$ cat config.mk
export PLATFORM = sky130hd
export DESIGN_NAME = cla_seq_adder
export DESIGN_NICKNAME = d
export VERILOG_FILES = /design/src/rtl/cla_seq_pkg.sv /design/src/rtl/cla_seq_adder_slice.sv /design/src/rtl/cla_seq_adder.sv
export SDC_FILE = /design/constraint.sdc
export NUM_CORES = 1
export LEC_CHECK = 0
export ABC_AREA = 1
export BUFFER_PORTS_ARGS = -buffer_cell sky130_fd_sc_hd__buf_4
export CORE_ASPECT_RATIO = 0.7
export CORE_MARGIN = 2
export CORE_UTILIZATION = 50
export CTS_CLUSTER_DIAMETER = 150
export DETAILED_ROUTE_END_ITERATION = 8
export GPL_ROUTABILITY_DRIVEN = 0
export HOLD_SLACK_MARGIN = 0.08
export PLACE_DENSITY = 0.74
export SLEW_MARGIN = 15
export SYNTH_ARGS = -nofsm -noshare
export SYNTH_HDL_FRONTEND = slang
export SYNTH_HIERARCHICAL = 1
export SYNTH_SLANG_ARGS = --single-unit
$ cat constraint.sdc
create_clock -name clk -period 5.55 [get_ports clk]
set_input_delay 0.2775 -clock clk [delete_from_list [all_inputs] [get_ports clk]]
set_output_delay 0.2775 -clock clk [all_outputs]
set_load 0.1 [all_outputs]
$ cat src/rtl/cla_seq_pkg.sv
// Shared constants and types for the sequential carry-lookahead adder.
// Holds the slice width, controller state encoding and index-width helper.
package cla_seq_pkg;

   localparam int SLICE_W = 4;

   typedef enum logic [1:0] {
      IDLE = 2'd0,
      RUN  = 2'd1,
      DONE = 2'd2
   } state_e;

   // Index register width for WIDTH/SLICE_W nibbles, never narrower than one bit.
   function automatic int idx_w(input int width);
      int n;
      n = width / SLICE_W;
      return (n < 2) ? 1 : $clog2(n);
   endfunction

endpackage

$ cat src/rtl/cla_seq_adder_slice.sv
// Combinational 4-bit carry-lookahead slice: sum, carry into bit 3 and carry-out.
// Carries are flattened two-level lookahead terms, not a ripple chain.
module cla_slice4
   import cla_seq_pkg::*;
(
   input  logic [SLICE_W-1:0] a,
   input  logic [SLICE_W-1:0] b,
   input  logic               cin,
   output logic [SLICE_W-1:0] sum,
   output logic               c3,
   output logic               cout
);

   logic [SLICE_W-1:0] p;
   logic [SLICE_W-1:0] g;
   logic               c1;
   logic               c2;

   assign p = a | b;
   assign g = a & b;

   assign c1   = g[0] | (p[0] & cin);
   assign c2   = g[1] | (p[1] & g[0]) | (p[1] & p[0] & cin);
   assign c3   = g[2] | (p[2] & g[1]) | (p[2] & p[1] & g[0])
               | (p[2] & p[1] & p[0] & cin);
   assign cout = g[3] | (p[3] & g[2]) | (p[3] & p[2] & g[1])
               | (p[3] & p[2] & p[1] & g[0]) | (p[3] & p[2] & p[1] & p[0] & cin);

   assign sum = a ^ b ^ {c3, c2, c1, cin};

endmodule

$ cat src/rtl/cla_seq_adder.sv
// Multi-cycle WIDTH-bit adder: one 4-bit lookahead slice walked LSB to MSB nibble.
// Optional subtraction (op_sub port) is built when CLA_SEQ_SUB_EN is defined.
module cla_seq_adder
   import cla_seq_pkg::*;
#(
   parameter int WIDTH = 16
) (
   input  logic             clk,
   input  logic             rst_n,
   input  logic             in_valid,
   output logic             in_ready,
   input  logic [WIDTH-1:0] a,
   input  logic [WIDTH-1:0] b,
   input  logic             cin,
`ifdef CLA_SEQ_SUB_EN
   input  logic             op_sub,
`endif
   output logic             out_valid,
   input  logic             out_ready,
   output logic [WIDTH-1:0] sum,
   output logic             cout,
   output logic             ovf,
   output logic             busy
);

   localparam int            N        = WIDTH / SLICE_W;
   localparam int            IW       = idx_w(WIDTH);
   localparam logic [IW-1:0] IDX_LAST = IW'(N - 1);

   if (((WIDTH % SLICE_W) != 0) || (WIDTH < 8)) begin : g_bad_width
      $error("cla_seq_adder: WIDTH must be a multiple of 4 and at least 8");
   end

   state_e                          state;
   logic [IW-1:0]                   idx;
   logic [N-1:0][SLICE_W-1:0]       a_r;
   logic [N-1:0][SLICE_W-1:0]       b_r;
   logic [N-1:0][SLICE_W-1:0]       sum_r;
   logic                            carry_r;
   logic                            cout_r;
   logic                            ovf_r;

   logic [WIDTH-1:0]                b_in;
   logic                            c_in;
   logic [SLICE_W-1:0]              slice_sum;
   logic                            slice_c3;
   logic                            slice_cout;

   // Subtraction is a + ~b + 1, so it only changes what gets latched.
`ifdef CLA_SEQ_SUB_EN
   assign b_in = op_sub ? ~b : b;
   assign c_in = op_sub ? 1'b1 : cin;
`else
   assign b_in = b;
   assign c_in = cin;
`endif

   cla_slice4 u_slice (
      .a    (a_r[idx]),
      .b    (b_r[idx]),
      .cin  (carry_r),
      .sum  (slice_sum),
      .c3   (slice_c3),
      .cout (slice_cout)
   );

   always_ff @(posedge clk or negedge rst_n) begin
      if (!rst_n) begin
         state   <= IDLE;
         idx     <= '0;
         a_r     <= '0;
         b_r     <= '0;
         sum_r   <= '0;
         carry_r <= 1'b0;
         cout_r  <= 1'b0;
         ovf_r   <= 1'b0;
      end else begin
         case (state)
            RUN: begin
               sum_r[idx] <= slice_sum;
               carry_r    <= slice_cout;
               // Last nibble: slice c3 is the carry into the result MSB.
               if (idx == IDX_LAST) begin
                  cout_r <= slice_cout;
                  ovf_r  <= slice_c3 ^ slice_cout;
                  state  <= DONE;
               end else begin
                  idx <= idx + IW'(1);
               end
            end
            DONE: begin
               if (out_ready) begin
                  state <= IDLE;
               end
            end
            default: begin
               if (in_valid) begin
                  a_r     <= a;
                  b_r     <= b_in;
                  carry_r <= c_in;
                  idx     <= '0;
                  state   <= RUN;
               end
            end
         endcase
      end
   end

   assign busy      = (state == RUN) || (state == DONE);
   assign in_ready  = !busy;
   assign out_valid = (state == DONE);
   assign sum       = sum_r;
   assign cout      = cout_r;
   assign ovf       = ovf_r;

endmodule
==> impl_metrics.yaml <==
run_status:
  status: "complete, no violations"
sta:
  fmax_mhz: 406
  fin_crit_ns: 2.47
  setup_violations: 0
  finClkSkew_ns: 0.00637
  tns_ns: 0
  relSlewSlack_pct: 39.1
  hold_violations: 0
  fin_crit_sh_pct: 44.4
  worst_pin_slew_ns: 0.913
  drv_slew: 0
  rsz0062_at_grt: "no"
  holdWs_ns: 0.197
yosys:
  synth_area_sq_um: 2910
  synth_area_leaders: "dfrtp_1, nand2_1, ha_1"
  yosysSeqAreaShare_pct: 47.4
  ys_ff_latch: 55
  synthSimpleGateAreaFrac_pct: 23.9
  synth_cell_types: 24
  synth_compound_area_share_pct: 10.6
  synth_top_family_by_area: "simple AND/OR/NAND/NOR gates"
  syn_avg_cell_area_sq_um: 8.21
  synth-xor-area-share_pct: 0.603
  synth_edf_count: 0
  ys.flop_type: "dfrtp_1"
  muxShareOfSynthArea_pct: 0
  post-synth-top-area-fraction_pct: 47.4
  yosys.cell_count.top_type: "nand2_1"
  synth-adder-area-share_pct: 8.01
  yosysTopAreaCell: "dfrtp_1"
  synthTopCellsByCount: "nand2_1, dfrtp_1, inv_1"
  yosysWarnings: 6
  synthCells: 354
  async_reset_ff_share_pct: 100
  synth_nets: 409
drt:
  drt-pass1-iter-count: 4
  drt_iter0_drc: 147
  post_drt_wl_per_cell_microns: 12.7
  ant_nets: 0
  via_per_inst: 4.88
  drc: 0
  vias: 2333
  routed_wl_microns: 6080
worst_hold_path:
  hold_start: "a[14]"
  hold_path.class: "in -> reg"
  worst_hold_path.endpoint: "a_r[14]$_DFFE_PN0P_"
  hold_depth: 3
placed_design:
  port_buffers: 57
  hpwl_microns: 4500
  placed_cells: 471
grt:
  overflow: 0
  grt_pass1_wl_microns: 10100
  grt_max_degree: 56
  grt_antenna_before_repair: 0
  grt_pass1_vias: 2135
  track_usage_pct: 20.5
worst_setup_path:
  r2r-start: "idx[0]$_DFFE_PN0P_"
  start_kind: "flip-flop"
  worstPathRequired_ns: 5.80
  path_class: "reg -> reg"
  r2r_end: "carry_r$_DFFE_PN0P_"
  arrival_ns: 2.71
  rr_worst_depth: 18
  crit_fanout: 26
  end_kind: "flip-flop"
  r2r_slack_ns: 3.08
floorplan:
  rows: 23
  ios: 58
  fp.dieW_microns: 95.1
  core_area_sq_um: 5670
  initial_core_util_pct: 51.2
  die_h_microns: 67.8
  die_area_sq_um: 6450
final_layout:
  drive_above_1_share_pct: 19.1
  layout.cells.non_filler: 478
  syn2layout_area_growth_pct: 16.6
  fin_nets: 459
  diodes: 0
clock_tree:
  clockBufferDepth: 2
  cts_buffers: 5
  cts_tree: "yes"
  cts_setup_buffers: 0
  clockRootBuffer: "clkbuf_8"
  clkLatencyLatePin_ns: 0.30
  h-tree-depth: 2
  cts.sinks: 55
  cts_resized: 0
  cts.clk_slew.worst_paths_ns: 0.09
  cts_hold_buf: 1
run:
  cap_violations: 0
## how the worst max path moves through the flow
stage	from	to	slack, ns	cells after the start
2_1_floorplan	state[0]$_DFFE_PN0P_	busy	3.08	5
3_3_place_gp	idx[0]$_DFFE_PN0P_	carry_r$_DFFE_PN0P_	3.30	18
3_5_place_dp	idx[0]$_DFFE_PN0P_	carry_r$_DFFE_PN0P_	3.14	18
4_1_cts	idx[0]$_DFFE_PN0P_	carry_r$_DFFE_PN0P_	3.11	18
5_1_grt	idx[0]$_DFFE_PN0P_	carry_r$_DFFE_PN0P_	2.79	18
6_report	idx[0]$_DFFE_PN0P_	carry_r$_DFFE_PN0P_	3.08	18
## stage by stage
step,util (%),setup WS (ns),cell area (sq um)
finish,59.8,3.08,3390
floorplan,-,3.08,2910
global placement,58.3,3.30,3310
CTS,59.8,3.11,3390
detailed placement,58.3,3.14,3310
global route,59.8,2.79,3390
## registers in the layout, indices dropped and copies added (netlist names)
register and flops:
a_r 16, b_r 16, sum 16, idx 2, state 2, carry_r 1, cout 1, ovf 1
## cell type report
class                   count  area (sq um)
inverters                  42           158
repair buffers             58           438
clock buffers               6          72.6
multi-input cells         242          1250
flip-flops and latches     55          1380
fillers                   530          2280
well taps                  75          93.8
## cell families (layout without fill, tap and decap cells)
| kind of cell | after synthesis | after routing |
|---|---|---|
| fa+ha+maj | 18 | 18 |
| compound gates | 54 | 54 |
| simple gates | 168 | 168 |
| buf+inv | 57 | 106 |
| flops | 55 | 55 |
| xor+xnor | 2 | 2 |
## cell usage in the layout, fill, tap and decap left out, types with 3 or more instances in the layout
cell type / Yosys / routed
dfrtp_1: 55 / 55
o21ai_0: 27 / 27
clkbuf_8: 0 / 5
inv_2: 3 / 3
ha_1: 17 / 17
a21oi_1: 16 / 16
nor2_1: 28 / 28
inv_1: 39 / 39
nand2_1: 105 / 105
o21ai_2: 5 / 5
buf_4: 4 / 57
o21ai_1: 3 / 3
nand3_1: 28 / 28
nand2_2: 3 / 3
## layer usage
metal	up-vias	routed length, microns	GRT usage, %
met2	39	2700	30.2
met3	4	210	3.68
li1	1203	-	-
met5	-	0	0
met4	0	46	5.98
met1	1087	3120	31.0
## critical path, cell delays in order (launching register included)
cell	delay [ns]
dfrtp_1	0.53
inv_2	0.37
nor2_1	0.07
nor2_1	0.09
o21ai_0	0.10
nand2_1	0.14
inv_1	0.09
ha_1	0.21
inv_1	0.07
nand2_1	0.05
nand2_1	0.07
nand2_2	0.06
nand2_2	0.09
nand2_1	0.05
nand2_1	0.09
inv_1	0.07
o21ai_0	0.14
nand2_1	0.06
nand2_1	0.05
Power is not shown: default switching activity piles up to over one toggle a cycle in this logic, so the estimate is an artifact.
